`config.mk`:
```
export PLATFORM = sky130hd
export DESIGN_NAME = mem_stage_lsu
export DESIGN_NICKNAME = d
export VERILOG_FILES = /design/src/rtl/mem_stage_pkg.sv /design/src/rtl/lsu_lane_align.sv /design/src/rtl/mem_stage_lsu.sv
export SDC_FILE = /design/constraint.sdc
export NUM_CORES = 1
export LEC_CHECK = 0
export BUFFER_PORTS_ARGS = -buffer_cell sky130_fd_sc_hd__clkbuf_2
export CAP_MARGIN = 20
export CORE_ASPECT_RATIO = 0.7
export CORE_MARGIN = 2
export CORE_UTILIZATION = 35
export DETAILED_ROUTE_END_ITERATION = 10
export PLACE_DENSITY = 0.69
export SKIP_LAST_GASP = 1
export SLEW_MARGIN = 20
export SYNTH_ARGS = -nofsm -noshare
export SYNTH_HDL_FRONTEND = slang
export SYNTH_SLANG_ARGS = --single-unit
```
`constraint.sdc`:
```
create_clock -name clk -period 3.3 [get_ports clk]
set_input_delay 0.33 -clock clk [delete_from_list [all_inputs] [get_ports clk]]
set_output_delay 0.33 -clock clk [all_outputs]
set_load 0.01 [all_outputs]
```
`src/rtl/mem_stage_pkg.sv`:
```
// Shared definitions for the MEM-stage load/store unit.
//   state_t   : FSM state encoding (IDLE, REQ)
//   SIZE_*    : ex_mem_size encodings
//   BE_WORD   : byte-enable pattern for a full word access
package mem_stage_pkg;

  typedef enum logic {
    ST_IDLE = 1'b0,
    ST_REQ  = 1'b1
  } state_t;

  localparam logic       SIZE_WORD = 1'b0;
  localparam logic       SIZE_BYTE = 1'b1;
  localparam logic [3:0] BE_WORD   = 4'b1111;

endpackage

```
`src/rtl/lsu_lane_align.sv`:
```
// Byte-lane steering for the load/store unit (purely combinational).
// Ports:
//   size       in  access size (SIZE_WORD / SIZE_BYTE)
//   addr_lo    in  byte offset within the word
//   store_data in  raw store data from the pipeline
//   rdata      in  word returned by data memory
//   be         out byte enables for the access
//   wdata      out store data placed on the memory lanes
//   load_data  out load result, byte loads zero-extended
module lsu_lane_align
  import mem_stage_pkg::*;
(
  input  logic        size,
  input  logic [1:0]  addr_lo,
  input  logic [31:0] store_data,
  input  logic [31:0] rdata,
  output logic [3:0]  be,
  output logic [31:0] wdata,
  output logic [31:0] load_data
);

  always_comb begin
    be        = BE_WORD;
    wdata     = store_data;
    load_data = rdata;
    if (size == SIZE_BYTE) begin
      be        = 4'b0001 << addr_lo;
      // replicate so the memory can pick the byte from whichever lane is enabled
      wdata     = {4{store_data[7:0]}};
      load_data = {24'h0, rdata[{addr_lo, 3'b000} +: 8]};
    end
  end

endmodule

```
`src/rtl/mem_stage_lsu.sv`:
```
// MEM pipeline stage with a single-outstanding data-memory handshake.
// Ports:
//   clk, reset                  clock, async active-high reset
//   ex_*                        EX/MEM register contents
//   dm_req/we/addr/wdata/be     data-memory request (registered)
//   dm_ack, dm_rdata            data-memory response
//   stall                       holds EX/MEM and upstream while an access is pending
//   wb_rf_enable/wb_rd/wb_data  MEM/WB register
//   misalign_fault              one-cycle pulse for a misaligned word access
//
// state   | meaning
// --------+------------------------------------------------------------
// ST_IDLE | no access pending; non-memory ops pass straight to MEM/WB
// ST_REQ  | dm_req asserted, waiting for dm_ack; MEM/WB gets bubbles
module mem_stage_lsu
  import mem_stage_pkg::*;
(
  input  logic        clk,
  input  logic        reset,
  input  logic        ex_load,
  input  logic        ex_mem_write,
  input  logic        ex_mem_size,
  input  logic        ex_mem_enable,
  input  logic        ex_rf_enable,
  input  logic [31:0] ex_addr,
  input  logic [31:0] ex_store_data,
  input  logic [31:0] ex_alu_result,
  input  logic [3:0]  ex_rd,
  output logic        dm_req,
  output logic        dm_we,
  output logic [31:0] dm_addr,
  output logic [31:0] dm_wdata,
  output logic [3:0]  dm_be,
  input  logic        dm_ack,
  input  logic [31:0] dm_rdata,
  output logic        stall,
  output logic        wb_rf_enable,
  output logic [3:0]  wb_rd,
  output logic [31:0] wb_data,
  output logic        misalign_fault
);

  state_t      state, state_nxt;
  logic        misaligned;
  logic        is_store;
  logic        issue;
  logic        done;
  logic        size_q;
  logic        rf_en_q;
  logic [3:0]  rd_q;
  logic [31:0] addr_q;
  logic [31:0] sdata_q;
  logic [3:0]  lane_be;
  logic [31:0] lane_wdata;
  logic [31:0] lane_ldata;

  assign misaligned = ex_mem_enable && (ex_mem_size == SIZE_WORD) && (ex_addr[1:0] != 2'b00);
  // Store wins when both are set; an enabled op asking for neither is also
  // issued as a write so it can never put junk into the register file.
  assign is_store   = ex_mem_write || !ex_load;

  always_comb begin
    state_nxt = state;
    stall     = 1'b0;
    issue     = 1'b0;
    done      = 1'b0;
    case (state)
      ST_IDLE: begin
        if (ex_mem_enable && !misaligned) begin
          issue     = 1'b1;
          stall     = 1'b1;
          state_nxt = ST_REQ;
        end
      end
      ST_REQ: begin
        stall = !dm_ack;
        if (dm_ack) begin
          done      = 1'b1;
          state_nxt = ST_IDLE;
        end
      end
      default: state_nxt = ST_IDLE;
    endcase
  end

  always_ff @(posedge clk or posedge reset) begin
    if (reset) state <= ST_IDLE;
    else       state <= state_nxt;
  end

  always_ff @(posedge clk or posedge reset) begin
    if (reset) begin
      dm_req         <= 1'b0;
      dm_we          <= 1'b0;
      size_q         <= SIZE_WORD;
      rf_en_q        <= 1'b0;
      rd_q           <= '0;
      addr_q         <= '0;
      sdata_q        <= '0;
      wb_rf_enable   <= 1'b0;
      wb_rd          <= '0;
      wb_data        <= '0;
      misalign_fault <= 1'b0;
    end else begin
      misalign_fault <= 1'b0;
      dm_req         <= (state_nxt == ST_REQ);
      if (issue) begin
        dm_we   <= is_store;
        size_q  <= ex_mem_size;
        rf_en_q <= ex_rf_enable;
        rd_q    <= ex_rd;
        addr_q  <= ex_addr;
        sdata_q <= ex_store_data;
      end else if (done) begin
        dm_we <= 1'b0;
      end

      if (state == ST_IDLE) begin
        if (!ex_mem_enable) begin
          wb_data      <= ex_alu_result;
          wb_rd        <= ex_rd;
          wb_rf_enable <= ex_rf_enable;
        end else begin
          wb_rf_enable   <= 1'b0;
          misalign_fault <= misaligned;
        end
      end else if (done) begin
        wb_rd        <= rd_q;
        wb_rf_enable <= dm_we ? 1'b0 : rf_en_q;
        if (!dm_we) wb_data <= lane_ldata;
      end else begin
        wb_rf_enable <= 1'b0;
      end
    end
  end

  lsu_lane_align u_lane (
    .size      (size_q),
    .addr_lo   (addr_q[1:0]),
    .store_data(sdata_q),
    .rdata     (dm_rdata),
    .be        (lane_be),
    .wdata     (lane_wdata),
    .load_data (lane_ldata)
  );

  assign dm_addr  = addr_q;
  assign dm_wdata = lane_wdata;
  assign dm_be    = dm_req ? lane_be : 4'b0000;

endmodule

```
### After elaboration in Yosys (flattened, before gate mapping)

Index checks and enable logic that the tools add are counted.

| storage, ports and cells | value |
|---|---|
| register bits | 110 |
| input bits | 140 |
| output and inout bits | 109 |
| logic and storage cells | 55 |

| cells by class | value |
|---|---|
| multiplexer cells | 26 |
| bitwise gates (word level) | 2 |
| reduce and logical (&&, ||, !) cells | 11 |
| shifts and indexed selects | 2 |
| equal/unequal tests | 3 |

Operators with widths:

| kind | number |
|---|---|
| two-way mux 32 bit | 6 |
| variable part select 32 x 6 -> 8 bit | 1 |
| two-way mux 4 bit | 5 |
| two-way mux 1 bit | 13 |
| != test 2 x 1 -> 1 bit (second input constant) | 2 |
| one-hot mux 1 bit (2 select lines) | 2 |
| nonzero test 2 bit | 2 |
| << shifter 1 x 2 -> 4 bit (first input constant) | 1 |
| logical AND 1 bit | 3 |
| logical NOT 1 bit | 3 |
| AND reduction 3 bit | 1 |
| != test 2 bit (second input constant) | 1 |
| NOT 1 bit | 2 |
| AND reduction 2 bit | 1 |
| logical OR 1 bit | 1 |

### Longest topological paths before layout

Gate-level depths: netlist of run 1.

| logic depth | value |
|---|---|
| depth in word-level cells | 8 |
| mapped depth | 7 |
| depth with buffers taken out | 3 |

### Modules after synthesis

Synthesis of run 1 repeated with hierarchy kept, for this count alone.

| second synthesis, totals | value |
|---|---|
| cells, all modules | 431 |
| area total of the unflattened synthesis | 5649.2 µm² |

Modules (own cells, without submodules):

| module | seq. area each (µm²) | cells an instance | times used | area each (µm²) |
|---|---|---|---|---|
| mem_stage_lsu | 2752.6 | 293 | 1 | 4762.1 |
| lsu_lane_align | 0.0 | 138 | 1 | 887.1 |

### Least setup slack after synthesis of run 1

No wires, ideal clock.

| timing | value |
|---|---|
| path type | reg2out |
| start point | reg dm_req |
| end point | out dm_be[0] |
| path slack | 1.731 ns |
| data arrival time | 1.239 ns |
| buffers on the path | 3 |
| stages on the path, launching flop included | 5 |
| data required time | 2.970 ns |
| cell sequence | dfrtp_1 -> buf_2 -> buf_2 -> buf_1 -> and2_1 |

| between the ends | value |
|---|---|
| word-level cells in the longest chain between the ends | 1 |

Ends and longest elaborated chain:

| element | line | source |
|---|---|---|
| from (decl) | mem_stage_lsu.sv:29 | `output logic dm_req,` |
| from (signal assigned) | mem_stage_lsu.sv:106 | `dm_req <= (state_nxt == ST_REQ);` |
| two-way mux 4 bit | mem_stage_lsu.sv:149 | `assign dm_be = dm_req ? lane_be : 4'b0000;` |
| to (decl) | mem_stage_lsu.sv:33 | `output logic [3:0] dm_be,` |

Every way passes these cells.

==> results.yml, run 1 <==
status:
  status: "finished, final reports clean"
global_routing:
  grt_overflow: 0
  grt_pass1_vias: 4294
  grt_max_degree: 57
  antenna_found_initial: 0
  grt_util_all_layers: 0.188
  grt_first_pass_wirelength_um: 23000
pwr:
  p_sw_frac: 0.348
  ir_drop_mv: 0.292
  power_frac_clock: 0.233
  powerDensity_mw_per_mm2: 663
  power_switching_mw: 1.56
  pwr-share-seq: 0.430
  power.total_mw: 4.49
  comb_power_share: 0.337
  p_int_mw: 2.93
  power.leakage_nw: 3.36
clock_tree:
  ctsHoldBuffers: 0
  clockBufferDepth: 2
  clock-root-buffer: "clkbuf_16"
  clock_latency_ns: 0.35
  ctsResizeCount: 0
  post-cts-setup-buffer-count: 0
  clock-sinks: 110
  htree_levels: 3
  numCtsBuffers: 9
  cts_tree: "built"
  clkTransAtPathRegs_ns: 0.08
drt:
  num_vias: 4346
  wire_per_inst_um: 16.9
  route.detailed.drc: 0
  routed_wirelength_um: 14800
  ant_nets: 0
  routed_via_density: 4.96
  firstDrtPassIters: 4
  first_iter_violations: 189
synth:
  synth_warnings: 0
  seq_area_frac_synth: 0.533
  netlist_top_cells_area: "dfrtp_1, mux2_2, a21oi_1, a22oi_1, nor3_1"
  syn_inst: 453
  yosysTopAreaCellShare: 0.533
  synth-seq-cells: 110
  ys_types: 33
  yosys.area.top_type: "dfrtp_1"
  syn_area_sq_mm: 0.00516
  postSynthAreaPerCell_sq_um: 11.4
  syn_nets: 593
floorplanning:
  rows: 37
  dieArea_sq_mm: 0.0157
  core_area_sq_mm: 0.0145
  pin_count: 249
  initial_core_util: 0.355
  die_w_um: 149
  dieHeight_um: 106
timing:
  hold_violations: 0
  period_needed_ns: 2.56
  fin_setup_tns_ns: 0
  tightest_slew_ns: 1.06
  slew_violations: 0
  setup_viol: 0
  max_slew_margin: 0.293
  fin_crit_sh: 0.777
  fin_skew_ns: 0.0104
  clock.fmax_ghz: 0.390
  rsz0062_at_grt: "no"
critical_path:
  crit_fanout: 32
  arrival_ns: 2.23
  cp_data_required_time_ns: 2.97
  path_class: "reg2out"
  cp-end-kind: "output pin"
  worstSetupStartpointType: "flop"
final_layout:
  drive_gt1_frac: 0.523
  layout_common_cells: "clkbuf_2, dfrtp_1, mux2_2"
  final_nets: 818
  nFillCells: 1412
  area_delta_synth_final_pct: 31.4
  antenna_cells: 0
  final_common_cell: "clkbuf_2"
run:
  maxCapViolCount: 0
placement:
  io_buffers: 248
  hpwl_um: 11000
  gp_congestion: 0.795
worst_hold_path:
  hold_path_class: "in2async"
-- per-stage QoR --
step	worst slack, ns	cells	instance area [sq um]	hold WS (ns)	util
after global routing	0.497	877	6780	0.130	0.466
after CTS	0.703	877	6780	0.0989	0.466
final	0.736	877	6780	0.0757	0.466
after global placement	1.09	862	6500	0.482	0.447
after detailed placement	1.04	862	6500	0.485	0.447
after floorplan	0.0677	453	5160	0.443	-
-- area by class of cell --
| class | count | area (sq um) | area share |
|---|---|---|---|
| Timing Repair Buffer | 259 | 1340 | 0.197 |
| Inverter | 27 | 104 | 0.0153 |
| Clock buffer | 10 | 239 | 0.0352 |
| Clock inverter | 5 | 42.5 | 0.00627 |
| Sequential cell | 110 | 2750 | 0.406 |
| Multi-Input combinational cell | 271 | 2060 | 0.304 |
| Tap cell | 195 | 244 | 0.0360 |
-- Yosys cell counts --
| cell type | number |
|---|---|
| a211o_1 | 8 |
| a211oi_1 | 4 |
| a21oi_1 | 39 |
| a21oi_2 | 4 |
| a22o_1 | 1 |
| a22oi_1 | 24 |
| a31oi_1 | 6 |
| a31oi_2 | 6 |
| and2_1 | 1 |
| and3b_1 | 1 |
| buf_1 | 1 |
| buf_2 | 13 |
| buf_4 | 8 |
| buf_6 | 5 |
| clkbuf_1 | 17 |
| clkbuf_2 | 1 |
| dfrtp_1 | 110 |
| inv_1 | 27 |
| mux2_2 | 69 |
| mux2i_1 | 13 |
| nand2_1 | 15 |
| nand2b_1 | 2 |
| nand4b_1 | 1 |
| nor2_1 | 1 |
| nor2b_1 | 11 |
| nor2b_2 | 1 |
| nor3_1 | 28 |
| o21ai_0 | 25 |
| o21ai_1 | 1 |
| o21bai_1 | 1 |
| o31ai_1 | 4 |
| or2_1 | 1 |
| or3_1 | 4 |
-- cell families after synthesis --
family / Yosys count / synth area share
mux: 82 / 0.176
buf+inv: 72 / 0.0689
compound gates: 123 / 0.155
simple gates: 66 / 0.0669
flops: 110 / 0.533
-- worst paths after layout --
check / start / to / slack [ns] / cells after the start
hold reg to reg: dm_addr[29]$_DFFE_PP0P_ / dm_addr[29]$_DFFE_PP0P_ / 0.51 / 1
hold / removal: reset / dm_addr[21]$_DFFE_PP0P_ / 0.08 / 2
setup reg to reg: dm_req$_DFF_PP0_ / wb_data[2]$_DFFE_PP0P_ / 1.02 / 6
min in group clk: ex_addr[16] / dm_addr[16]$_DFFE_PP0P_ / 0.21 / 2
max in group asynchronous: reset / sdata_q[30]$_DFFE_PP0P_ / 2.46 / 3
setup / recovery: dm_req$_DFF_PP0_ / stall / 0.74 / 3
-- state kept, by name, indices dropped and copies added, names as in the netlist --
name / flops
misalign_fault: 1
dm_we: 1
size_q: 1
wb_data: 32
rd_q: 4
sdata_q: 32
wb_rf_enable: 1
dm_addr: 32
dm_req: 1
rf_en_q: 1
wb_rd: 4
-- metal layers --
metal | track usage | share of wire | vias to the layer above
met5 | 0 | 0 | -
met2 | 0.291 | 0.45 | 175
met3 | 0.0628 | 0.090 | 8
met4 | 0.0367 | 0.0062 | 0
li1 | - | - | 2058
met1 | 0.258 | 0.45 | 2105
-- power groups by stage --
stage / clock network (mW) / registers [mW] / logic, mW
after CTS: 1.08 / 1.93 / 1.53
after global placement: 0 / 1.95 / 1.51
after detailed placement: 0 / 1.96 / 1.53
after floorplan: 0 / 1.99 / 0.852
after global routing: 1.14 / 1.98 / 1.67
final: 1.05 / 1.93 / 1.51
-- worst max-delay path, stage by stage (launching register included) --
cell	delay [ns]
dfrtp_1	0.57
inv_1	0.85
o21ai_0	0.27
clkbuf_2	0.20
Note: power is estimated with default switching activity, not from simulation.
==> run 2: changes to the inputs <==
- PLACE_DENSITY: 0.69 -> 0.66
- clock period: 3.3 -> 2.6 ns (I/O delays scaled with it)
==> results.yml, run 2 (synthesis gave the netlist of run 1 again) <==
status:
  status: "finished, final reports clean"
final_layout:
  nFillCells: 1379
  antenna_cells: 0
  postLayoutCoreUtil: 0.469
  area_delta_synth_final_pct: 32.1
  stdcell_area_sq_mm: 0.00682
  layout_common_cells: "clkbuf_2, dfrtp_1, mux2_2"
  final_common_cell: "clkbuf_2"
  final_nets: 820
  drive_gt1_frac: 0.524
  final_cells: 880
run:
  maxCapViolCount: 0
global_routing:
  grt_util_all_layers: 0.186
  grt_pass1_vias: 4449
  grt_first_pass_wirelength_um: 22900
  grt_overflow: 0
  antenna_found_initial: 0
  grt_max_degree: 111
drt:
  first_iter_violations: 273
  routed_via_density: 4.99
  route.detailed.drc: 0
  routed_wirelength_um: 14700
  ant_nets: 0
  num_vias: 4395
  wire_per_inst_um: 16.7
  firstDrtPassIters: 6
timing:
  max_slew_margin: 0.466
  fin_skew_ns: 0.00497
  rsz0062_at_grt: "no"
  fin_crit_sh: 0.813
  period_needed_ns: 2.11
  tightest_slew_ns: 0.796
  setup_viol: 0
  fin_setup_tns_ns: 0
  slew_violations: 0
  clock.fmax_ghz: 0.473
  hold_violations: 0
floorplanning:
  dieArea_sq_mm: 0.0157
  die_w_um: 149
  rows: 37
  pin_count: 249
  dieHeight_um: 106
  core_area_sq_mm: 0.0145
  initial_core_util: 0.355
pwr:
  powerDensity_mw_per_mm2: 844
  power.leakage_nw: 3.37
  ir_drop_mv: 0.359
  power.total_mw: 5.75
clock_tree:
  numCtsBuffers: 9
  htree_levels: 3
  clockBufferDepth: 2
  ctsResizeCount: 0
  clock_latency_ns: 0.35
  clock-sinks: 110
  clkTransAtPathRegs_ns: 0.08
  ctsHoldBuffers: 0
  clock-root-buffer: "clkbuf_16"
  post-cts-setup-buffer-count: 0
  cts_tree: "built"
critical_path:
  arrival_ns: 1.85
  cp-end-kind: "output pin"
  cp_data_required_time_ns: 2.34
  worstSetupStartpointType: "flop"
  crit_fanout: 13
  path_class: "reg2out"
placement:
  io_buffers: 248
  place_area_sq_mm: 0.00652
  hpwl_um: 10800
  dp.cells: 864
  gp_congestion: 0.902
worst_hold_path:
  hold_path_class: "in2async"
run 2: changes by cell type in the layout (fill, tap and decap cells not counted), sizes merged:
cell    change
buf         +2
clkbuf      +1
run 2: path summary, 6_finish.rpt:
kind	start	to	slack [ns]	cells past startpoint
setup / recovery	size_q$_DFFE_PP0P_	dm_be[0]	0.49	3
hold / removal	reset	wb_data[0]$_DFFE_PP0P_	0.05	3
setup reg to reg	size_q$_DFFE_PP0P_	wb_data[2]$_DFFE_PP0P_	0.89	3
hold reg to reg	sdata_q[19]$_DFFE_PP0P_	sdata_q[19]$_DFFE_PP0P_	0.51	1
max in group asynchronous	reset	wb_data[7]$_DFFE_PP0P_	2.07	3
min in group clk	ex_rf_enable	wb_rf_enable$_DFF_PP0_	0.13	3
run 2: area by class of cell:
type                            instances  area [sq um]  area share
Clock buffer                           11           243      0.0356
Tap cell                              195           244      0.0358
Sequential cell                       110          2750       0.404
Inverter                               27           105      0.0154
Timing Repair Buffer                  261          1360       0.200
Multi-Input combinational cell        271          2060       0.302
Clock inverter                          5          51.3     0.00753
run 2: critical path: stages, from the launching register on:
cell,delay (ns)
dfrtp_1,0.65
o21ai_1,0.42
and2_1,0.29
clkbuf_2,0.13
run 2: routing by layer:
metal | vias to the layer above | share of wire | wire [um] | GRT usage
li1 | 2067 | - | - | -
met1 | 2117 | 0.44 | 6510 | 0.252
met2 | 199 | 0.46 | 6730 | 0.289
met3 | 12 | 0.090 | 1330 | 0.0589
met4 | 0 | 0.011 | 157 | 0.0497
met5 | - | 0 | 0 | 0
run 2: report_power, final:
group          leakage, nW  internal (mW)  total [mW]  switching, mW
registers             1.28           2.15        2.42          0.269
logic                 1.94          0.895        1.97           1.08
clock network        0.144          0.698        1.36          0.666
total                 3.37           3.74        5.75           2.01
run 2: per-stage QoR:
step | hold slack, ns | setup WS (ns)
after floorplan | 0.373 | 1.01
after global placement | 0.455 | 0.845
after detailed placement | 0.476 | 0.833
after CTS | 0.0940 | 0.468
after global routing | 0.101 | 0.365
final | 0.0485 | 0.486
